[src/rtl/tgc_pkg.sv]
// Shared types and constants for the traffic generator / in-order checker.
package tgc_pkg;

  typedef enum logic [1:0] {
    StIdle,
    StSend,
    StWait,
    StDone
  } tgc_state_e;

  localparam logic [1:0] MODE_FIXED = 2'd0;
  localparam logic [1:0] MODE_RR    = 2'd1;
  localparam logic [1:0] MODE_LFSR  = 2'd2;

  // x^8 + x^6 + x^5 + x^4 + 1 -> state bits 7, 5, 4, 3
  localparam logic [7:0] LFSR_TAPS         = 8'hB8;
  localparam logic [7:0] LFSR_SEED_DEFAULT = 8'hA5;

  function automatic logic [7:0] lfsr_step(input logic [7:0] s);
    return {s[6:0], ^(s & LFSR_TAPS)};
  endfunction

endpackage

[src/rtl/tgc_lfsr.sv]
// 8-bit Fibonacci LFSR; load restores the seed, advance steps once.
module tgc_lfsr
  import tgc_pkg::*;
#(
  parameter logic [7:0] SEED = LFSR_SEED_DEFAULT
) (
  input  logic       clk_i,
  input  logic       rst_i,
  input  logic       load_i,
  input  logic       advance_i,
  output logic [7:0] state_o
);

  logic [7:0] lfsr_d, lfsr_q;

  always_comb begin
    lfsr_d = lfsr_q;
    if (load_i) begin
      lfsr_d = SEED;
    end else if (advance_i) begin
      lfsr_d = lfsr_step(lfsr_q);
    end
  end

  always_ff @(posedge clk_i or posedge rst_i) begin
    if (rst_i) begin
      lfsr_q <= SEED;
    end else begin
      lfsr_q <= lfsr_d;
    end
  end

  assign state_o = lfsr_q;

endmodule

[config.mk]
export PLATFORM = sky130hd
export DESIGN_NAME = tgc_lfsr
export DESIGN_NICKNAME = d
export VERILOG_FILES = /design/src/rtl/tgc_pkg.sv /design/src/rtl/tgc_lfsr.sv
export SDC_FILE = /design/constraint.sdc
export NUM_CORES = 1
export LEC_CHECK = 0
export ABC_AREA = 1
export CORE_AREA = 2 2 39 41
export CTS_CLUSTER_SIZE = 25
export DETAILED_ROUTE_END_ITERATION = 8
export DIE_AREA = 0 0 41 43
export GPL_TIMING_DRIVEN = 0
export MAX_ROUTING_LAYER = met4
export RECOVER_POWER = 100
export REMOVE_ABC_BUFFERS = 1
export SLEW_MARGIN = 20
export SYNTH_ARGS = -nofsm -noshare
export SYNTH_HDL_FRONTEND = slang
export SYNTH_SLANG_ARGS = --single-unit
[constraint.sdc]
create_clock -name clk_i -period 2.4 [get_ports clk_i]
set_clock_uncertainty 0.05 [all_clocks]
set_input_delay 0.36 -clock clk_i [delete_from_list [all_inputs] [get_ports clk_i]]
set_output_delay 0.36 -clock clk_i [all_outputs]
set_load 0.005 [all_outputs]
==> flow_metrics.py, run 1 <==
metrics = {
    "timing": {
        "hold_violations": 0,
        "rsz0062_at_grt": "no",
        "fin_crit_sh_pct": 73.5,
        "fmax_mhz": 567,
        "maxSlewHeadroom_pct": 78.5,
        "timing.final.ws_setup_ps": 637,
        "finalMaxSlewViolations": 0,
        "tns_ps": 0,
        "setup_violations": 0,
        "fin_crit_ps": 1760,
        "max_slew.worst_pin.slew_ps": 321,
    },
    "grt": {
        "grt_util_all_layers_pct": 10.8,
        "grt_pass1_wl_mm": 1.21,
        "grt_max_degree": 11,
        "antenna_found_initial": 0,
        "met1_usage_pct": 14.0,
        "top_usage_layer": "met1",
        "met3_usage_pct": 1.57,
        "grt_pass1_vias": 320,
        "grt_util_met2_pct": 13.8,
        "gr-total-overflow": 0,
    },
    "logic_synthesis": {
        "syn_area_um2": 392,
        "synth_cell_types": 12,
        "ys_seq_elements": 8,
        "post_synth.cell_area_avg_um2": 7.83,
        "synthCells": 50,
        "yosysSeqAreaShare_pct": 52.4,
        "yosysWarnings": 0,
    },
    "clock_network": {
        "cts_buffer_depth": 2,
        "root_buffer": "clkbuf_4",
        "cts.sinks": 8,
        "clk_pin_slew_ps": 50,
        "numCtsBuffers": 3,
        "clock_latency_ps": 240,
        "hold_buffers": 0,
        "htree_levels": 1,
        "cts_tree": "yes",
        "post_cts_resized": 0,
        "post_cts_buffers": 0,
    },
    "placed_design": {
        "place.detailed.hpwl_um": 568,
        "pre_cts_ws_ps": 901,
        "port_buffers": 11,
        "place.gp.congestion": 0.830,
    },
    "floorplanning": {
        "pin_count": 12,
        "core_mm2": 0.00138,
        "rows": 14,
        "dieWidth_um": 41,
        "start_util_pct": 28.3,
        "fp.dieH_um": 43,
        "dieArea_mm2": 0.00176,
    },
    "finish": {
        "regArea_um2": 205,
        "multi_input_area_um2": 145,
        "drive_above_1_share_pct": 14.3,
        "largest_reg_flops": 8,
        "diodes": 0,
        "layout.nets": 69,
        "num-fill-cells": 151,
        "syn2layout_area_growth_pct": 35.1,
    },
    "setup_path": {
        "cp-end-kind": "primary output",
        "crit_arrival_ps": 1350,
        "cp.required_ps": 1990,
        "crit_slowest_cell": "dlygate4sd3_1",
        "criticalPathCategory": "reg2out",
        "cp_cell_sequence": "dlygate4sd3_1",
        "start_kind": "flop",
        "crit_fanout": 4,
        "cp_num_buf_inv": 1,
        "crit_path_max_incr_delay_ps": 560,
        "critPathTopFamily": "buffers and inverters",
    },
    "route": {
        "first_pass_iters": 4,
        "drc": 0,
        "viasPerCell": 4.59,
        "drtIter0Drc": 7,
        "ant_nets": 0,
        "vias": 363,
        "wl_per_cell_um": 9.52,
        "wl_um": 752,
    },
    "power": {
        "p_leak_nw": 0.262,
        "power_density_mw_per_mm2": 585,
        "ir_drop_uv": 287,
    },
    "status": {
        "status": "complete, no violations",
    },
    "worst_hold_path": {
        "min_path_type": "in2async",
    },
    "run": {
        "drv_cap": 0,
    },
}
-- power by group --
part	internal [mW]	switching, mW	leakage, nW	total, mW
clock	0.0568	0.0402	0.0138	0.0970
combinational	0.0269	0.0279	0.153	0.0548
sequential	0.149	0.00839	0.0946	0.158
total	0.233	0.0765	0.262	0.310
-- layout make-up --
class,count,area share (%)
multi-input combinational,34,27.4
inverter,7,4.96
clock buffer,3,4.26
timing repair buffer,11,20.8
tap,16,3.78
sequential,8,38.8
-- metrics by stage --
step	power (mW)	std cells	util [%]	hold WS [ps]	area (um^2)
6_report	0.310	79	38.2	441	529
5_1_grt	0.332	79	38.2	482	529
4_1_cts	0.324	79	38.5	311	533
3_5_place_dp	0.221	76	36.9	447	510
3_3_place_gp	0.221	76	36.9	440	510
2_1_floorplan	0.188	49	-	123	380
-- cell families (layout without fill, tap and decap cells) --
group | after synthesis | in the layout | synth area share (%)
AND/OR/NAND/NOR | 25 | 25 | 25.2
flip-flops | 8 | 8 | 52.4
AO/OA/AOI/OAI | 9 | 9 | 12.8
buffers and inverters | 8 | 21 | 9.58
-- path summary, 6_finish.rpt --
check                            from  slack, ps    endpoint  cells past startpoint
setup / recovery           state_o[7]        640  state_o[7]                      1
hold / removal                  rst_i        440  state_o[6]                      2
setup reg to reg           state_o[7]       1340  state_o[0]                      6
hold reg to reg            state_o[2]        450  state_o[2]                      2
max in group asynchronous       rst_i       1580  state_o[7]                      2
min in group clk_i         state_o[2]        450  state_o[2]                      2
-- placed cells by master (no fill, tap or decap) --
cell / n
dfrtp_1: 4
clkbuf_4: 3
dfstp_2: 4
nor2_1: 2
dlygate4sd3_1: 10
inv_1: 5
inv_2: 2
nand3_1: 4
a21oi_1: 3
o21ai_0: 5
clkdlybuf4s50_1: 1
o22ai_1: 1
nand2_1: 19
-- synth_stat cells --
library cell   n  area, um^2
inv_1          4        15.0
nand3_1        4        20.0
o21ai_0        4        20.0
dfstp_2        4         105
buf_6          1        11.3
a21oi_1        3        15.0
o21ai_2        1        8.76
dfrtp_1        4         100
o22ai_1        1        6.26
nand2_1       19        71.3
inv_2          3        11.3
nor2_1         2        7.51
-- routing by layer --
layer | vias up | routed length (um) | share of wire, %
li1 | 183 | - | -
met1 | 169 | 387 | 51
met2 | 9 | 317 | 42
met3 | 2 | 36 | 4.8
met4 | 0 | 10 | 1.3
met5 | - | 0 | 0
No activity file was read; power rests on OpenSTA's default activity.
==> run 2: changes to the inputs <==
- clock period: 2.4 -> 1.7 ns (I/O delays scaled with it)
==> flow_metrics.py, run 2 (synthesized netlist as in run 1, its figures left out) <==
metrics = {
    "timing": {
        "setup_violations": 0,
        "timing.final.ws_setup_ps": 90.2,
        "max_slew.worst_pin.slew_ps": 321,
        "hold_violations": 0,
        "rsz0062_at_grt": "no",
        "finalMaxSlewViolations": 0,
        "maxSlewHeadroom_pct": 78.5,
        "fmax_mhz": 621,
        "fin_crit_ps": 1610,
        "tns_ps": 0,
        "fin_crit_sh_pct": 94.7,
    },
    "finish": {
        "final_cell_mix": "nand2_1, dlygate4sd3_1, inv_1, o21ai_0, clkdlybuf4s50_1",
        "num-fill-cells": 151,
        "final_common_cell": "nand2_1",
        "layout.nets": 69,
        "diodes": 0,
        "largest_reg_flops": 8,
        "drive_above_1_share_pct": 9.52,
        "syn2layout_area_growth_pct": 35.1,
    },
    "floorplanning": {
        "dieWidth_um": 41,
        "fp.dieH_um": 43,
        "dieArea_mm2": 0.00176,
        "rows": 14,
        "core_mm2": 0.00138,
        "start_util_pct": 28.3,
        "pin_count": 12,
    },
    "grt": {
        "grt_util_all_layers_pct": 10.8,
        "gr-total-overflow": 0,
        "antenna_found_initial": 0,
        "grt_pass1_wl_mm": 1.21,
        "grt_pass1_vias": 320,
        "grt_max_degree": 11,
    },
    "setup_path": {
        "critPathTopFamily": "flip-flops",
        "crit_path_max_incr_delay_ps": 550,
        "crit_arrival_ps": 1300,
        "crit_fanout": 4,
        "cp_num_buf_inv": 1,
        "criticalPathCategory": "reg2out",
        "cp_cell_sequence": "clkdlybuf4s50_1",
        "cp-end-kind": "primary output",
        "cp.required_ps": 1390,
        "crit_slowest_cell": "dfstp_1",
        "start_kind": "flop",
    },
    "clock_network": {
        "cts_buffer_depth": 2,
        "root_buffer": "clkbuf_4",
        "post_cts_resized": 0,
        "cts.sinks": 8,
        "htree_levels": 1,
        "post_cts_buffers": 0,
        "hold_buffers": 0,
        "clk_pin_slew_ps": 50,
        "numCtsBuffers": 3,
        "cts_tree": "yes",
        "clock_latency_ps": 240,
    },
    "power": {
        "comb_power_share_pct": 18.3,
        "p_int_mw": 0.330,
        "p_sw_mw": 0.109,
        "ir_drop_uv": 406,
        "p_seq_share_pct": 50.4,
        "power_density_mw_per_mm2": 829,
        "swShare_pct": 24.8,
        "p_leak_nw": 0.264,
        "p_clk_share_pct": 31.3,
    },
    "run": {
        "drv_cap": 0,
    },
    "route": {
        "viasPerCell": 4.59,
        "drc": 0,
        "wl_um": 753,
        "drtIter0Drc": 7,
        "wl_per_cell_um": 9.53,
        "first_pass_iters": 4,
        "vias": 363,
        "ant_nets": 0,
    },
    "worst_hold_path": {
        "min_path_type": "in2async",
    },
    "status": {
        "status": "complete, no violations",
    },
    "placed_design": {
        "place.gp.congestion": 0.830,
        "pre_cts_ws_ps": 306,
        "port_buffers": 11,
        "place.detailed.hpwl_um": 568,
    },
}
## run 2: area by class of cell
cell class	instances	area [um^2]	area share [%]
Clock buffer	3	22.5	4.26
Inverter	7	26.3	4.96
Multi-Input combinational cell	34	145	27.4
Sequential cell	8	205	38.8
Tap cell	16	20.0	3.78
Timing Repair Buffer	11	110	20.8
## run 2: metrics by stage
step | hold WS [ps] | area (um^2) | power, mW | utilization, % | instances
final | 336 | 529 | 0.439 | 38.2 | 79
after global routing | 386 | 529 | 0.469 | 38.2 | 79
after CTS | 206 | 533 | 0.457 | 38.5 | 79
after detailed placement | 447 | 510 | 0.313 | 36.9 | 76
after global placement | 440 | 510 | 0.312 | 36.9 | 76
after floorplan | 17.8 | 380 | 0.265 | - | 49
## run 2: power groups by stage
| stage | combinational (mW) | clock (mW) | sequential (mW) |
|---|---|---|---|
| finish | 0.0801 | 0.137 | 0.221 |
| detailed placement | 0.0863 | 0 | 0.226 |
| global placement | 0.0854 | 0 | 0.226 |
| global route | 0.0916 | 0.155 | 0.223 |
| CTS | 0.0868 | 0.146 | 0.224 |
| floorplan | 0.0380 | 0 | 0.227 |
## run 2: path summary, 6_finish.rpt
| kind | start | to | slack (ps) | cells after the start |
|---|---|---|---|---|
| min reg2reg | state_o[2] | state_o[2] | 470 | 2 |
| max reg2reg | state_o[5] | state_o[0] | 610 | 6 |
| min in group clk_i | state_o[2] | state_o[2] | 470 | 2 |
| max in group asynchronous | rst_i | state_o[7] | 980 | 2 |
| min | rst_i | state_o[4] | 340 | 2 |
| max | state_o[5] | state_o[5] | 90 | 1 |
## run 2: layer usage
metal | GRT usage, % | wire [um]
met2 | 13.8 | 313
met5 | - | 0
met3 | 1.57 | 39
met4 | 10.0 | 10
met1 | 14.0 | 390
==> run 3: changes to the inputs <==
- CELL_PAD_IN_SITES_DETAIL_PLACEMENT: default -> 0
- CELL_PAD_IN_SITES_GLOBAL_PLACEMENT: default -> 1
- CORE_AREA: 2 2 39 41 -> default
- CORE_UTILIZATION: default -> 30
- CTS_CLUSTER_SIZE: 25 -> 12
- DIE_AREA: 0 0 41 43 -> default
- PLACE_DENSITY_LB_ADDON: default -> 0.1
==> flow_metrics.py, run 3 (synthesized netlist as in run 1, its figures left out) <==
metrics = {
    "setup_path": {
        "criticalPathCategory": "reg2out",
        "r2r-end": "state_o[0]",
        "cp.required_ps": 1390,
        "crit_fanout": 3,
        "cp-end-kind": "primary output",
        "start_kind": "flop",
        "r2r_slack_ps": 620,
        "cp_num_buf_inv": 1,
        "worstRegToRegCells": 6,
        "cp_cell_sequence": "clkdlybuf4s50_1",
        "crit_slowest_cell": "dfstp_1",
        "crit_start": "state_o[0]",
        "crit_path_max_incr_delay_ps": 550,
        "crit_arrival_ps": 1320,
        "critPathTopFamily": "flip-flops",
        "r2r_start": "state_o[5]",
    },
    "route": {
        "first_pass_iters": 4,
        "wl_um": 755,
        "drc": 0,
        "viasPerCell": 4.60,
        "drtIter0Drc": 5,
        "vias": 354,
        "wl_per_cell_um": 9.81,
        "ant_nets": 0,
    },
    "power": {
        "p_int_mw": 0.329,
        "p_leak_nw": 0.263,
        "p_clk_share_pct": 32.2,
        "comb_power_share_pct": 18.0,
        "p_seq_share_pct": 49.7,
        "p_sw_mw": 0.113,
        "power_density_mw_per_mm2": 840,
        "swShare_pct": 25.6,
        "ir_drop_uv": 437,
        "power_mw": 0.443,
    },
    "timing": {
        "setup_violations": 0,
        "rsz0062_at_grt": "no",
        "max_slew.worst_pin.slew_ps": 332,
        "hold_violations": 0,
        "fin_crit_sh_pct": 95.5,
        "fmax_mhz": 616,
        "fin_crit_ps": 1620,
        "maxSlewHeadroom_pct": 77.8,
        "tns_ps": 0,
        "finalMaxSlewViolations": 0,
    },
    "floorplanning": {
        "dieArea_mm2": 0.00145,
        "rows": 12,
        "pin_count": 12,
        "fp.dieH_um": 38.1,
        "dieWidth_um": 38.1,
        "start_util_pct": 33.9,
        "core_mm2": 0.00116,
    },
    "clock_network": {
        "root_buffer": "clkbuf_4",
        "cts_buffer_depth": 2,
        "clock_latency_ps": 250,
        "clk_pin_slew_ps": 50,
        "htree_levels": 1,
        "numCtsBuffers": 3,
        "hold_buffers": 0,
        "cts_tree": "yes",
        "post_cts_resized": 0,
        "post_cts_buffers": 0,
        "cts.sinks": 8,
    },
    "finish": {
        "final_cell_mix": "nand2_1, dlygate4sd3_1, inv_1, o21ai_0, clkdlybuf4s50_1",
        "diodes": 0,
        "stdcell_count": 77,
        "drive_above_1_share_pct": 7.94,
        "layout.nets": 69,
        "syn2layout_area_growth_pct": 34.5,
        "final_common_cell": "nand2_1",
        "largest_reg_flops": 8,
    },
    "placed_design": {
        "dpl.cell_count": 74,
        "place.detailed.hpwl_um": 588,
        "port_buffers": 11,
        "place.gp.congestion": 0.756,
    },
    "grt": {
        "gr-total-overflow": 0,
        "grt_pass1_vias": 336,
        "grt_pass1_wl_mm": 1.35,
        "grt_util_all_layers_pct": 14.1,
        "grt_max_degree": 11,
        "antenna_found_initial": 0,
    },
    "run": {
        "drv_cap": 0,
    },
    "worst_hold_path": {
        "min_path_type": "in2async",
    },
    "status": {
        "status": "complete, no violations",
    },
}
==> run 3: cell counts in the layout (fill, tap and decap cells not counted) <==
Identical to the previous run, type by type.
==> run 3: worst max path at each step <==
stage	to	slack [ps]	cells after the start
floorplan	state_o[0]	750	6
global placement	state_o[4]	290	4
detailed placement	state_o[4]	300	4
CTS	state_o[5]	90	1
global route	state_o[5]	30	1
finish	state_o[0]	80	1
==> run 3: power by group through the flow <==
| stage | Sequential [mW] | Clock, mW | Combinational, mW |
|---|---|---|---|
| floorplan | 0.227 | 0 | 0.0380 |
| global placement | 0.227 | 0 | 0.0867 |
| detailed placement | 0.226 | 0 | 0.0863 |
| CTS | 0.223 | 0.149 | 0.0866 |
| global route | 0.223 | 0.156 | 0.0916 |
| finish | 0.220 | 0.143 | 0.0798 |
==> run 3: final cells by class <==
type                            instances  area, um^2
Timing Repair Buffer                   11         110
Multi-Input combinational cell         34         145
Clock buffer                            3        22.5
Tap cell                               14        17.5
Inverter                                7        26.3
Fill cell                             121         629
Sequential cell                         8         205
==> run 3: per-layer routing <==
metal  routed length [um]  vias to the layer above  part of all wire (%)  global-route usage (%)
met5                    0                        -                     0                       -
met4                    8                        0                   1.1                    10.7
met3                   25                        2                   3.3                    1.74
met2                  333                       10                    44                    18.6
met1                  387                      160                    51                    19.5
li1                     -                      182                     -                       -
==> run 3: stage by stage <==
stage               setup WS [ps]  hold slack (ps)  instance area (um^2)  util, %
floorplan                     749             17.8                   380        -
global placement              292              442                   508     43.9
detailed placement            298              446                   508     43.9
CTS                          90.5              200                   531     45.9
global route                 34.9              391                   527     45.6
finish                       77.0              333                   527     45.6
